`src/rtl/div255_seq_ctrl_pkg.sv`:
```
// Shared definitions for the Divby255 sequencer.
//   state_e   : 3-bit controller state encoding, IDLE..DONE
//   FLG_*     : datapath flag vectors, packed as {flg4, flg3, flg2, flg1}
//   cnt_width : phase-counter width for a given set of timing parameters
package div255_seq_ctrl_pkg;

  typedef enum logic [2:0] {
    StIdle   = 3'd0,
    StClear  = 3'd1,
    StLoadHi = 3'd2,
    StLoadLo = 3'd3,
    StComp   = 3'd4,
    StRdMsb  = 3'd5,
    StRdLsb  = 3'd6,
    StDone   = 3'd7
  } state_e;

  // Flag vectors, bit order {flg4, flg3, flg2, flg1}. At most one bit is ever set.
  localparam logic [3:0] FLG_NONE  = 4'b0000;
  localparam logic [3:0] FLG_CLR   = 4'b0001;
  localparam logic [3:0] FLG_LOAD  = 4'b0010;
  localparam logic [3:0] FLG_RDMSB = 4'b0100;
  localparam logic [3:0] FLG_RDLSB = 4'b1000;

  function automatic int unsigned max3(input int unsigned a, input int unsigned b,
                                       input int unsigned c);
    int unsigned m;
    m = a;
    if (b > m) m = b;
    if (c > m) m = c;
    return m;
  endfunction

  // One spare bit over clog2 so the largest reload value always fits.
  function automatic int unsigned cnt_width(input int unsigned a, input int unsigned b,
                                            input int unsigned c);
    return $clog2(max3(a, b, c)) + 1;
  endfunction

endpackage

```
`src/rtl/div255_phase_cnt.sv`:
```
// Loadable down-counter shared by all timed controller states.
//   clk      : clock, rising edge
//   rst      : synchronous active-high reset, clears the count
//   load     : load load_val this cycle (takes priority over counting)
//   load_val : reload value, i.e. (cycles in state - 1)
//   zero     : count has reached zero, i.e. this is the last cycle of the state
// The counter stops at zero rather than wrapping.
module div255_phase_cnt #(
  parameter int unsigned W = 4
) (
  input  logic         clk,
  input  logic         rst,
  input  logic         load,
  input  logic [W-1:0] load_val,
  output logic         zero
);

  logic [W-1:0] cnt_q;

  always_ff @(posedge clk) begin
    if (rst) begin
      cnt_q <= '0;
    end else if (load) begin
      cnt_q <= load_val;
    end else if (cnt_q != '0) begin
      cnt_q <= cnt_q - 1'b1;
    end
  end

  assign zero = (cnt_q == '0);

endmodule

```
`src/rtl/div255_seq_ctrl.sv`:
```
// Sequencer for the Divby255 datapath.
// Accepts a 32-bit dividend, clears the datapath, loads the dividend as two 16-bit halves,
// waits for the computation, reads the quotient back as MSB then LSB half and returns it.
// One operation in flight; every output is registered.
//   clk, rst             : clock and synchronous active-high reset
//   in_valid/in_ready    : dividend handshake, in_data is the 32-bit dividend
//   dp_x                 : datapath operand input
//   dp_flg1..dp_flg4     : clear / load / select-MSB / select-LSB strobes (mutually exclusive)
//   dp_y                 : datapath result half-word
//   out_valid/out_ready  : quotient handshake, out_data is {msb, lsb}
module div255_seq_ctrl
  import div255_seq_ctrl_pkg::*;
#(
  parameter int unsigned CLR_CYC  = 4,
  parameter int unsigned COMP_CYC = 8,
  parameter int unsigned RD_LAT   = 2
) (
  input  logic        clk,
  input  logic        rst,
  input  logic        in_valid,
  output logic        in_ready,
  input  logic [31:0] in_data,
  output logic [15:0] dp_x,
  output logic        dp_flg1,
  output logic        dp_flg2,
  output logic        dp_flg3,
  output logic        dp_flg4,
  input  logic [15:0] dp_y,
  output logic        out_valid,
  input  logic        out_ready,
  output logic [31:0] out_data
);

  localparam int unsigned CntW = cnt_width(CLR_CYC, COMP_CYC, RD_LAT);

  // Reload values are (duration - 1): the state ends on the cycle the counter reads zero.
  localparam logic [CntW-1:0] ClrLd  = CntW'(CLR_CYC - 1);
  localparam logic [CntW-1:0] CompLd = CntW'(COMP_CYC - 1);
  localparam logic [CntW-1:0] RdLd   = CntW'(RD_LAT - 1);

  state_e      state_q;
  logic [3:0]  flg_q;
  logic [15:0] x_q;
  logic [31:0] dividend_q;
  logic [31:0] out_data_q;
  logic        in_ready_q;
  logic        out_valid_q;

  logic            step;
  logic [CntW-1:0] ld_val;
  logic            cnt_zero;

  // step: the current state is left on this clock edge. The counter is reloaded with the
  // duration of the state being entered, so every state starts with a fresh count.
  always_comb begin
    step   = 1'b0;
    ld_val = '0;
    unique case (state_q)
      StIdle: begin
        step   = in_valid & in_ready_q;
        ld_val = ClrLd;
      end
      StClear: begin
        step   = cnt_zero;
        ld_val = '0;
      end
      StLoadHi: begin
        step   = 1'b1;
        ld_val = '0;
      end
      StLoadLo: begin
        step   = 1'b1;
        ld_val = CompLd;
      end
      StComp: begin
        step   = cnt_zero;
        ld_val = RdLd;
      end
      StRdMsb: begin
        step   = cnt_zero;
        ld_val = RdLd;
      end
      StRdLsb: begin
        step   = cnt_zero;
        ld_val = '0;
      end
      StDone: begin
        step   = out_ready;
        ld_val = '0;
      end
      default: begin
        step   = 1'b0;
        ld_val = '0;
      end
    endcase
  end

  div255_phase_cnt #(
    .W(CntW)
  ) u_phase_cnt (
    .clk      (clk),
    .rst      (rst),
    .load     (step),
    .load_val (ld_val),
    .zero     (cnt_zero)
  );

  // Outputs are computed for the state being entered, so they are valid from its first cycle.
  // Anything not assigned on a transition holds, which gives stable outputs under back-pressure.
  always_ff @(posedge clk) begin
    if (rst) begin
      state_q     <= StIdle;
      flg_q       <= FLG_NONE;
      x_q         <= '0;
      dividend_q  <= '0;
      out_data_q  <= '0;
      in_ready_q  <= 1'b1;
      out_valid_q <= 1'b0;
    end else if (step) begin
      unique case (state_q)
        StIdle: begin
          dividend_q <= in_data;
          in_ready_q <= 1'b0;
          flg_q      <= FLG_CLR;
          x_q        <= '0;
          state_q    <= StClear;
        end
        StClear: begin
          flg_q   <= FLG_LOAD;
          x_q     <= dividend_q[31:16];
          state_q <= StLoadHi;
        end
        StLoadHi: begin
          // flg2 stays high; the second load strobe shifts in the low half.
          x_q     <= dividend_q[15:0];
          state_q <= StLoadLo;
        end
        StLoadLo: begin
          flg_q   <= FLG_NONE;
          state_q <= StComp;
        end
        StComp: begin
          flg_q   <= FLG_RDMSB;
          state_q <= StRdMsb;
        end
        StRdMsb: begin
          // dp_y has had RD_LAT cycles to settle on the MSB half.
          out_data_q[31:16] <= dp_y;
          flg_q             <= FLG_RDLSB;
          state_q           <= StRdLsb;
        end
        StRdLsb: begin
          out_data_q[15:0] <= dp_y;
          flg_q            <= FLG_NONE;
          out_valid_q      <= 1'b1;
          state_q          <= StDone;
        end
        StDone: begin
          out_valid_q <= 1'b0;
          in_ready_q  <= 1'b1;
          state_q     <= StIdle;
        end
        default: begin
          state_q <= StIdle;
        end
      endcase
    end
  end

  assign in_ready  = in_ready_q;
  assign out_valid = out_valid_q;
  assign out_data  = out_data_q;
  assign dp_x      = x_q;
  assign dp_flg1   = flg_q[0];
  assign dp_flg2   = flg_q[1];
  assign dp_flg3   = flg_q[2];
  assign dp_flg4   = flg_q[3];

endmodule
```
`config.mk`:
```
export PLATFORM = sky130hd
export DESIGN_NAME = div255_seq_ctrl
export DESIGN_NICKNAME = d
export VERILOG_FILES = /design/src/rtl/div255_seq_ctrl_pkg.sv /design/src/rtl/div255_phase_cnt.sv /design/src/rtl/div255_seq_ctrl.sv
export SDC_FILE = /design/constraint.sdc
export NUM_CORES = 1
export LEC_CHECK = 0
export BUFFER_PORTS_ARGS = -buffer_cell sky130_fd_sc_hd__buf_4
export CAP_MARGIN = 20
export CORE_ASPECT_RATIO = 0.6
export CORE_MARGIN = 3
export CORE_UTILIZATION = 45
export DETAILED_ROUTE_END_ITERATION = 16
export PLACE_DENSITY = 0.72
export SETUP_SLACK_MARGIN = 0.1
export SKIP_LAST_GASP = 1
export SLEW_MARGIN = 15
export SYNTH_ARGS = -nofsm -noshare
export SYNTH_HDL_FRONTEND = slang
export SYNTH_HIERARCHICAL = 1
export SYNTH_SLANG_ARGS = --single-unit
```
`constraint.sdc`:
```
create_clock -name clk -period 2.6 [get_ports clk]
set_input_delay 0.52 -clock clk [delete_from_list [all_inputs] [get_ports clk]]
set_output_delay 0.52 -clock clk [all_outputs]
set_load 0.005 [all_outputs]
```
## Yosys cells after proc, flatten, opt, wreduce, memory -nomap -nowiden

Index checks and enable logic that the tools add are counted.

- Bits of input ports: 52
- ROM bits: 0
- Bits in registers: 93
- Memories kept: 0
- RAM bits: 0
- Word-level logic and storage cells: 47
- Output and inout port bits: 54
- Bits in latches: 0

- Muxes and demuxes: 9
- Bitwise gates (word level): 1
- Divide/modulo/power cells: 0
- Order comparisons: 0
- Shift-type cells: 0
- Multiply operators: 0
- Reductions and logical operators: 20
- Add/subtract/negate cells: 1
- Eq/ne operators: 7

Operator list:

| kind | count |
|---|---|
| 16-bit one-hot mux with 3 select lines | 1 |
| 3-bit one-hot mux with 8 select lines | 1 |
| 4-bit one-hot mux with 5 select lines | 1 |
| 4-bit one-hot mux with 4 select lines | 1 |
| 2-bit AND reduction | 7 |
| 3-bit == test (second input constant) | 4 |
| 4-bit two-way mux | 2 |
| 4-bit OR reduction | 2 |
| 3-bit by 2-bit == test with 1-bit output (second input constant) | 2 |
| 2-bit nonzero test | 3 |
| 2-bit OR reduction | 3 |
| 5-bit nonzero test | 1 |
| 4-bit logical NOT | 1 |
| 1-bit one-hot mux with 2 select lines | 2 |
| 1-bit one-hot mux with 4 select lines | 1 |
| 4-bit nonzero test | 1 |
| 4-bit by 1-bit subtractor with 4-bit output (second input constant) | 1 |
| 3-bit by 1-bit == test with 1-bit output (second input constant) | 1 |
| 3-bit logical NOT | 1 |
| 3-bit nonzero test | 1 |
| 1-bit bitwise AND | 1 |

## Longest topological paths before layout

Gate-level depths: netlist of run 1.

- Depth in word-level cells: 4
- Depth in mapped cells: 9
- Depth with buffers taken out: 8

## By module

Netlist of run 1, hierarchy kept.

Modules (own cells, without submodules):

| module | times used | cells each | seq. area each (um^2) | area each (um^2) |
|---|---|---|---|---|
| div255_seq_ctrl | 1 | 437 | 1781.7 | 3540.9 |
| div255_phase_cnt | 1 | 24 | 80.1 | 229.0 |

## Worst setup path after synthesis of run 1

No wires, ideal clock.

- Path kind: reg2reg
- From: register u_phase_cnt.cnt_q[0]
- To: register u_phase_cnt.cnt_q[3]
- Data arrival time: 2.064 ns
- Setup time: 0.092 ns
- Period minus slack after synthesis: 2.156 ns
- Slack: 0.444 ns
- Buffers on the path: 0
- Data required time: 2.508 ns
- Stages on the path, launching flop included: 8
- Cell sequence: dfxtp_1 inv_1 ha_1 nor3b_4 mux2_1 a2111o_1 or2_2 o32ai_1

- Cells in the longest elaborated chain, start to end: 3
- Elaborated cells on any way between the ends: 7
- Those cells by class: add/sub: 1; mux: 3; reduce/logical: 3

RTL lines:

| item | RTL line | text |
|---|---|---|
| from (decl) | div255_phase_cnt.sv:18 | `logic [W-1:0] cnt_q;` |
| from (signal assigned) | div255_phase_cnt.sv:24 | `cnt_q <= load_val;` |
| from (signal assigned) | div255_phase_cnt.sv:26 | `cnt_q <= cnt_q - 1'b1;` |
| 4-bit logical NOT (*) | div255_phase_cnt.sv:30 | `assign zero = (cnt_q == '0);` |
| named net cnt_zero | div255_seq_ctrl.sv:51 | `logic cnt_zero;` |
| 1-bit one-hot mux with 4 select lines (*) | div255_seq_ctrl.sv:58 | `unique case (state_q)` |
| named net step | div255_seq_ctrl.sv:49 | `logic step;` |
| 4-bit two-way mux / 2-bit nonzero test (equally long branches) | - |  |

Mark *: on every way through the listed nets, which the timed path passes. The rest lies on a longest branch. The select of a mux whose other input is x is not followed.
A chain may end at the register's enable or synchronous reset.

## Worst setup path in the final report of run 1

Ends and elaborated chain as after synthesis.

==> run summary, run 1 <==
layout cells sized above 1: 0.252
Post-Syn Area per Cell: 8.18 µm²
global-route wire length before repair: 15.8 mm
WL final: 9.66 mm
Worst path slowest cell: a2111o_1
RSZ-0062 raised after global routing: true
Max Freq: 443 MHz
sequential cell area fraction in the yosys report: 0.494
Period minus WS final: 2260 ps
Setup crit end kind: flop
Die X-Extent: 124 µm
Max VDD drop: 0.381 mV
Yosys reg bits: 93
synthesized area: 3770 µm²
relative slew slack: 0.465
Slowest Stage Delay on Critical Path: 390 ps
Syn Inst Count: 461
Net Count, Synth: 514
core area: 8010 µm²
initial DRC count: 266
Synth cell types: 39
largest cells by area after synthesis: dfxtp_1 (49%), nand2_1 (14%), a21oi_1 (11%)
Clock transition at path regs: 60 ps
most common cell in the netlist: nand2_1
Sink Count: 93
Worst Setup Start Kind: flop
H-tree depth: 3
Hold Slack: 431 ps
n_diodes: 0
# setup viols final: 0
DPL Wire Length: 6.84 mm
site row count: 25
vias: 3377
PwrDens: 854 nW/µm²
Hold Path Cell Cnt: 3
top_reg_cell synth: dfxtp_1
ys async rst share: 0
Detail Route Antenna Nets: 0
die height: 76.9 µm
Synth area leader: dfxtp_1
final setup margin: 344 ps
First-pass DRT Iterations: 6
Slew Viols, Final: 0
total gr overflow: 0
largest net degree at the start of global routing: 55
status: finished, final reports clean
Setup TNS Final: 0 ps
WP data required: 2840 ps
area grow syn2layout: 27.9%
insertion delay to the later sink of the worst-skew pair: 330 ps
Hold Fails Final Rpt: 0
port bufs: 105
TritonCTS clock tree: built
Layout fillers: 760
R2R cell count: 7
Max-cap violations: 0
Clock Skew: 3.94 ps
die area: 9550 µm²
Residual DRC: 0
Post-synth EDFFs: 0
worst-margin pin slew: 803 ps
Post-synth top cells: nand2_1 (138), dfxtp_1 (93), a21oi_1 (85), o21ai_0 (19), or3_1 (17)
critical path type: flop to flop
nets@finish: 603
FF+latch area: 1860 µm²
P_leak: 1.90 nW
Crit Path Max Fanout: 9
Synth top area share: 0.494
vias in the first global route: 3137
pre-CTS worst setup slack: 250 ps
number of CTS-inserted buffers: 9
critical path cell sequence: inv_1 -> ha_1 -> nor3b_4 -> mux2_1 -> a2111o_1 -> or2_2 -> o32ai_1
WL/cell: 14.6 µm
Pwr Total: 4.12 mW
HP Class: primary input to flop
GRT Total Usage: 0.212
I/O pin total: 106
WP data arrival: 2490 ps
initial antenna violation count: 0
CTS root buf: clkbuf_16
gpl congestion: 0.847
Starting Density: 0.471
maximum clock path buffer count: 2
final period utilization: 0.868
vias per cell: 5.09
area of the multi-input gates: 1680 µm²
Synth Warn #: 6
hold_buf cts: 0
-- metal layers --
metal,GRT usage,vias to the layer above,wire length [µm]
li1,-,1738,-
met1,0.311,1534,4600
met2,0.293,97,4090
met3,0.0766,8,872
met4,0.0557,0,91
met5,0,-,0
-- repair_timing --
| action | 4_1_cts | 5_1_grt |
|---|---|---|
| setup buffers | 0 | 1 |
| setup endpoints to repair | 0 | 1 |
| gates resized for setup | 0 | 1 |
-- logic make-up (layout without fill, tap and decap cells) --
group                      after synthesis  count (layout)  synth area share
and+or+nand+nor                        187             187             0.231
xor gates and xnor gates                 3               3           0.00697
AOI/OAI and AO/OA                      133             133             0.197
adders and majority gates                1               1           0.00332
other                                    1               1          0.000995
DFF                                     93              93             0.494
muxes                                    2               2           0.00597
buffers and inverters                   41             135            0.0607
-- report_power, final --
part	internal, mW	switching [mW]
clock network	0.641	0.514
logic	0.493	0.743
registers	1.60	0.127
total	2.73	1.38
-- worst max-delay path: cells and delay by family (launching register included) --
family	cells	cell delay [ps]
buf+inv	1	90
simple gates	2	520
fa+ha+maj	1	230
mux	1	330
flops	1	360
compound gates	2	620
-- path summary, 6_finish.rpt --
check	start	to	slack (ps)
hold / removal	in_data[28]	dividend_q[28]	430
hold reg to reg	out_data[19]	out_data[19]	450
setup / recovery	u_phase_cnt/cnt_q[0]	u_phase_cnt/cnt_q[3]	340
setup reg to reg	u_phase_cnt/cnt_q[0]	u_phase_cnt/cnt_q[3]	340
-- stage by stage --
stage | util | area (µm²) | cells
6_report | 0.602 | 4820 | 663
5_1_grt | 0.602 | 4820 | 663
4_1_cts | 0.601 | 4810 | 662
3_5_place_dp | 0.568 | 4550 | 646
3_3_place_gp | 0.568 | 4550 | 646
2_1_floorplan | - | 3770 | 461
-- placed cells by master (no fill, tap or decap), types with 4 or more instances in the layout --
cell type and instances:
or3_1 17, clkbuf_16 9, nor2b_1 9, nor2_1 4
dfxtp_1 93, a22oi_1 16, nand2_1 137, a21oi_1 85
clkinv_2 4, o22ai_1 4, buf_4 116, o21ai_0 19
nor3_1 5
-- flip-flops by register name, indices dropped and copies added (netlist names) --
name / count
in_ready: 1
out_data: 32
u_phase_cnt/cnt_q: 4
state_q: 3
dividend_q: 32
flg_q: 4
out_valid: 1
dp_x: 16
-- final cells by class --
| class | count | share of cell area |
|---|---|---|
| Inverter | 3 | 0.00234 |
| Sequential cell | 93 | 0.386 |
| Tap cell | 108 | 0.0280 |
| Clock inverter | 5 | 0.00571 |
| Clock buffer | 11 | 0.0483 |
| Timing Repair Buffer | 116 | 0.181 |
| Multi-Input combinational cell | 327 | 0.349 |
(Power assumes the default switching activity.)
==> inputs of run 2 (changes only) <==
PLACE_DENSITY = 0.75   (was 0.72)
clock period = 1.9 ns   (was 2.6 ns; I/O delays follow)
==> run 2 against run 1 <==
The flow now finishes with violations (negative setup slack). Final area rose by 14%. Combinational power up 110%. Core utilization grew 8.2 points. Worst hold slack worse by 150 ps. Count of clock-buffer cells in the layout up 2. Sequential share of layout area is 4.5 points lower. Register-to-register slack got worse by 400 ps. Non-clock buffer count is 27 higher. First-iteration DRC count increased by 1.1%. Wire length grew 16%. Sequential power rose by 38%. Largest cell class is now multi-input combinational cells. Largest power group is now combinational logic. Highest routed layer unchanged.
==> run summary, run 2 (synthesis gave the netlist of run 1 again) <==
status: finished, violations left
failing checks: negative setup slack
most frequent cells in the layout: buf_4 (130), nand2_1 (110), dfxtp_1 (90)
First-pass DRT Iterations: 5 (-1)
met2 Resource Use GR: 0.322 (+0.0291)
WL/cell: 16.3 µm (+12%)
critical path cell sequence: inv_2 -> ha_4 -> nor3b_4 -> buf_4 -> buf_6 -> nand3b_4 -> o21a_4 -> clkbuf_16 -> or3_4 -> a21oi_2
area grow syn2layout: 45.2%
critical path type: flop to flop
Pwr Total: 6.98 mW (+69%)
gpl congestion: 0.778 (-8.2%)
Worst path slowest cell: dfxtp_2
Clock Skew: 4.31 ps (+0.368 ps)
Max Freq: 510 MHz (+15%)
global-route wire length before repair: 16.4 mm (+3.7%)
n_diodes: 0 (unchanged)
insertion delay to the later sink of the worst-skew pair: 340 ps (about the same)
vias in the first global route: 3355 (+6.9%)
Slowest Stage Delay on Critical Path: 330 ps (-60 ps)
HP Class: primary input to flop
vias per cell: 5.36 (+5.2%)
Layout fillers: 639 (-16%)
WP data arrival: 2240 ps (-250 ps)
Hold Fails Final Rpt: 0 (unchanged)
met3 Track Usage GR: 0.0752 (-0.00147)
Util after Layout: 0.684 (+0.0817)
I/O pin total: 106 (unchanged)
TritonCTS clock tree: built
largest net degree at the start of global routing: 53 (-3.6%)
total gr overflow: 0 (unchanged)
die area: 9550 µm² (unchanged)
Residual DRC: 0 (unchanged)
layout cells sized above 1: 0.388 (+0.136)
Worst Setup Start Kind: flop
die height: 76.9 µm (unchanged)
global routing usage on met1: 0.300 (-0.0109)
final period utilization: 1.03 (+0.164)
Starting Density: 0.471 (unchanged)
GRT busiest layer: met2
Period minus WS final: 1960 ps (-296 ps)
H-tree depth: 3 (unchanged)
site row count: 25 (unchanged)
core area: 8010 µm² (unchanged)
CTS root buf: clkbuf_16
hold_buf cts: 0 (unchanged)
Setup TNS Final: -645 ps (-645 ps)
most common cell after layout, fill and taps aside: buf_4
final setup margin: -59.6 ps (-404 ps)
number of CTS-inserted buffers: 9 (unchanged)
Crit Path Max Fanout: 8 (-1)
Die X-Extent: 124 µm (unchanged)
nets@finish: 630 (+4.5%)
initial DRC count: 269 (+1.1%)
Max-cap violations: 0 (unchanged)
RSZ-0062 raised after global routing: true
WL final: 11.2 mm (+16%)
port bufs: 105 (unchanged)
maximum clock path buffer count: 2 (unchanged)
Detail Route Antenna Nets: 0 (unchanged)
PwrDens: 1270 nW/µm² (+49%)
Max VDD drop: 0.641 mV (+68%)
vias: 3696 (+9.4%)
Setup crit end kind: flop
Sink Count: 93 (unchanged)
GRT Total Usage: 0.219 (+0.00726)
Slew Viols, Final: 0 (unchanged)
WP data required: 2180 ps (-660 ps)
Clock transition at path regs: 60 ps (about the same)
P_leak: 2.16 nW (+14%)
initial antenna violation count: 0 (unchanged)
DPL Wire Length: 6.85 mm (+0.14%)
# setup viols final: 20 (+20)
-- run 2: cell types whose count changed in the layout (fill, tap and decap cells not counted), moves of 4 or more --
cell and delta:
a21oi_2 +10, clkinv_2 -4, o21ai_0 -11, buf_12 +6, o21ai_1 +11, or3_1 -9, buf_4 +14, nand2_1 -27
a21oi_1 -10, or3_4 +9, nand2_2 +25
-- run 2: final timing paths --
kind / slack, ps / from / endpoint / depth (start not counted)
max: -60 / u_phase_cnt/cnt_q[1] / dp_x[1] / 10
min: 280 / in_data[3] / dividend_q[3] / 3
max reg2reg: -60 / u_phase_cnt/cnt_q[1] / dp_x[1] / 10
min reg2reg: 460 / dividend_q[20] / dividend_q[20] / 2
-- run 2: power breakdown --
group          total [mW]  switching (mW)  internal, mW
registers            2.38           0.191          2.19
logic                2.62            1.30          1.32
clock network        1.98           0.752          1.23
-- run 2: worst max-delay path: cells and delay by family (launching register included) --
kind / cells / cell delay, ps
compound gates: 2 / 300
fa+ha+maj: 1 / 130
buf+inv: 4 / 500
flops: 1 / 330
simple gates: 3 / 640
-- run 2: per-layer routing --
layer | wire length [µm] | part of all wire | up-vias
met1 | 5220 | 0.47 | 1765
li1 | - | - | 1792
met3 | 701 | 0.062 | 12
met2 | 5170 | 0.46 | 127
met4 | 125 | 0.011 | 0
met5 | 0 | 0 | -
-- run 2: layout make-up --
type,instances,area [µm²],share of cell area
Multi-Input combinational cell,327,1920,0.350
Sequential cell,93,1870,0.341
Timing Repair Buffer,143,1220,0.222
Clock buffer,13,260,0.0475
Tap cell,108,135,0.0247
Clock inverter,3,67.6,0.0123
Inverter,3,11.3,0.00206
-- run 2: what timing repair did --
item                       CTS  global route
gates cloned                 1             3
pin swaps                    8            37
setup buffers                4             6
gates resized for setup      6            81
setup endpoints to repair   20            54
-- run 2: through the flow --
| step | setup slack (ps) | instances | area [µm²] | hold WS, ps |
|---|---|---|---|---|
| 6_report | -59.6 | 690 | 5480 | 283 |
| 5_1_grt | -162 | 690 | 5480 | 266 |
| 4_1_cts | -71.3 | 681 | 5150 | 275 |
| 3_5_place_dp | -65.2 | 660 | 4730 | 447 |
| 3_3_place_gp | -6.40 | 660 | 4730 | 443 |
| 2_1_floorplan | -30.0 | 461 | 3790 | 436 |
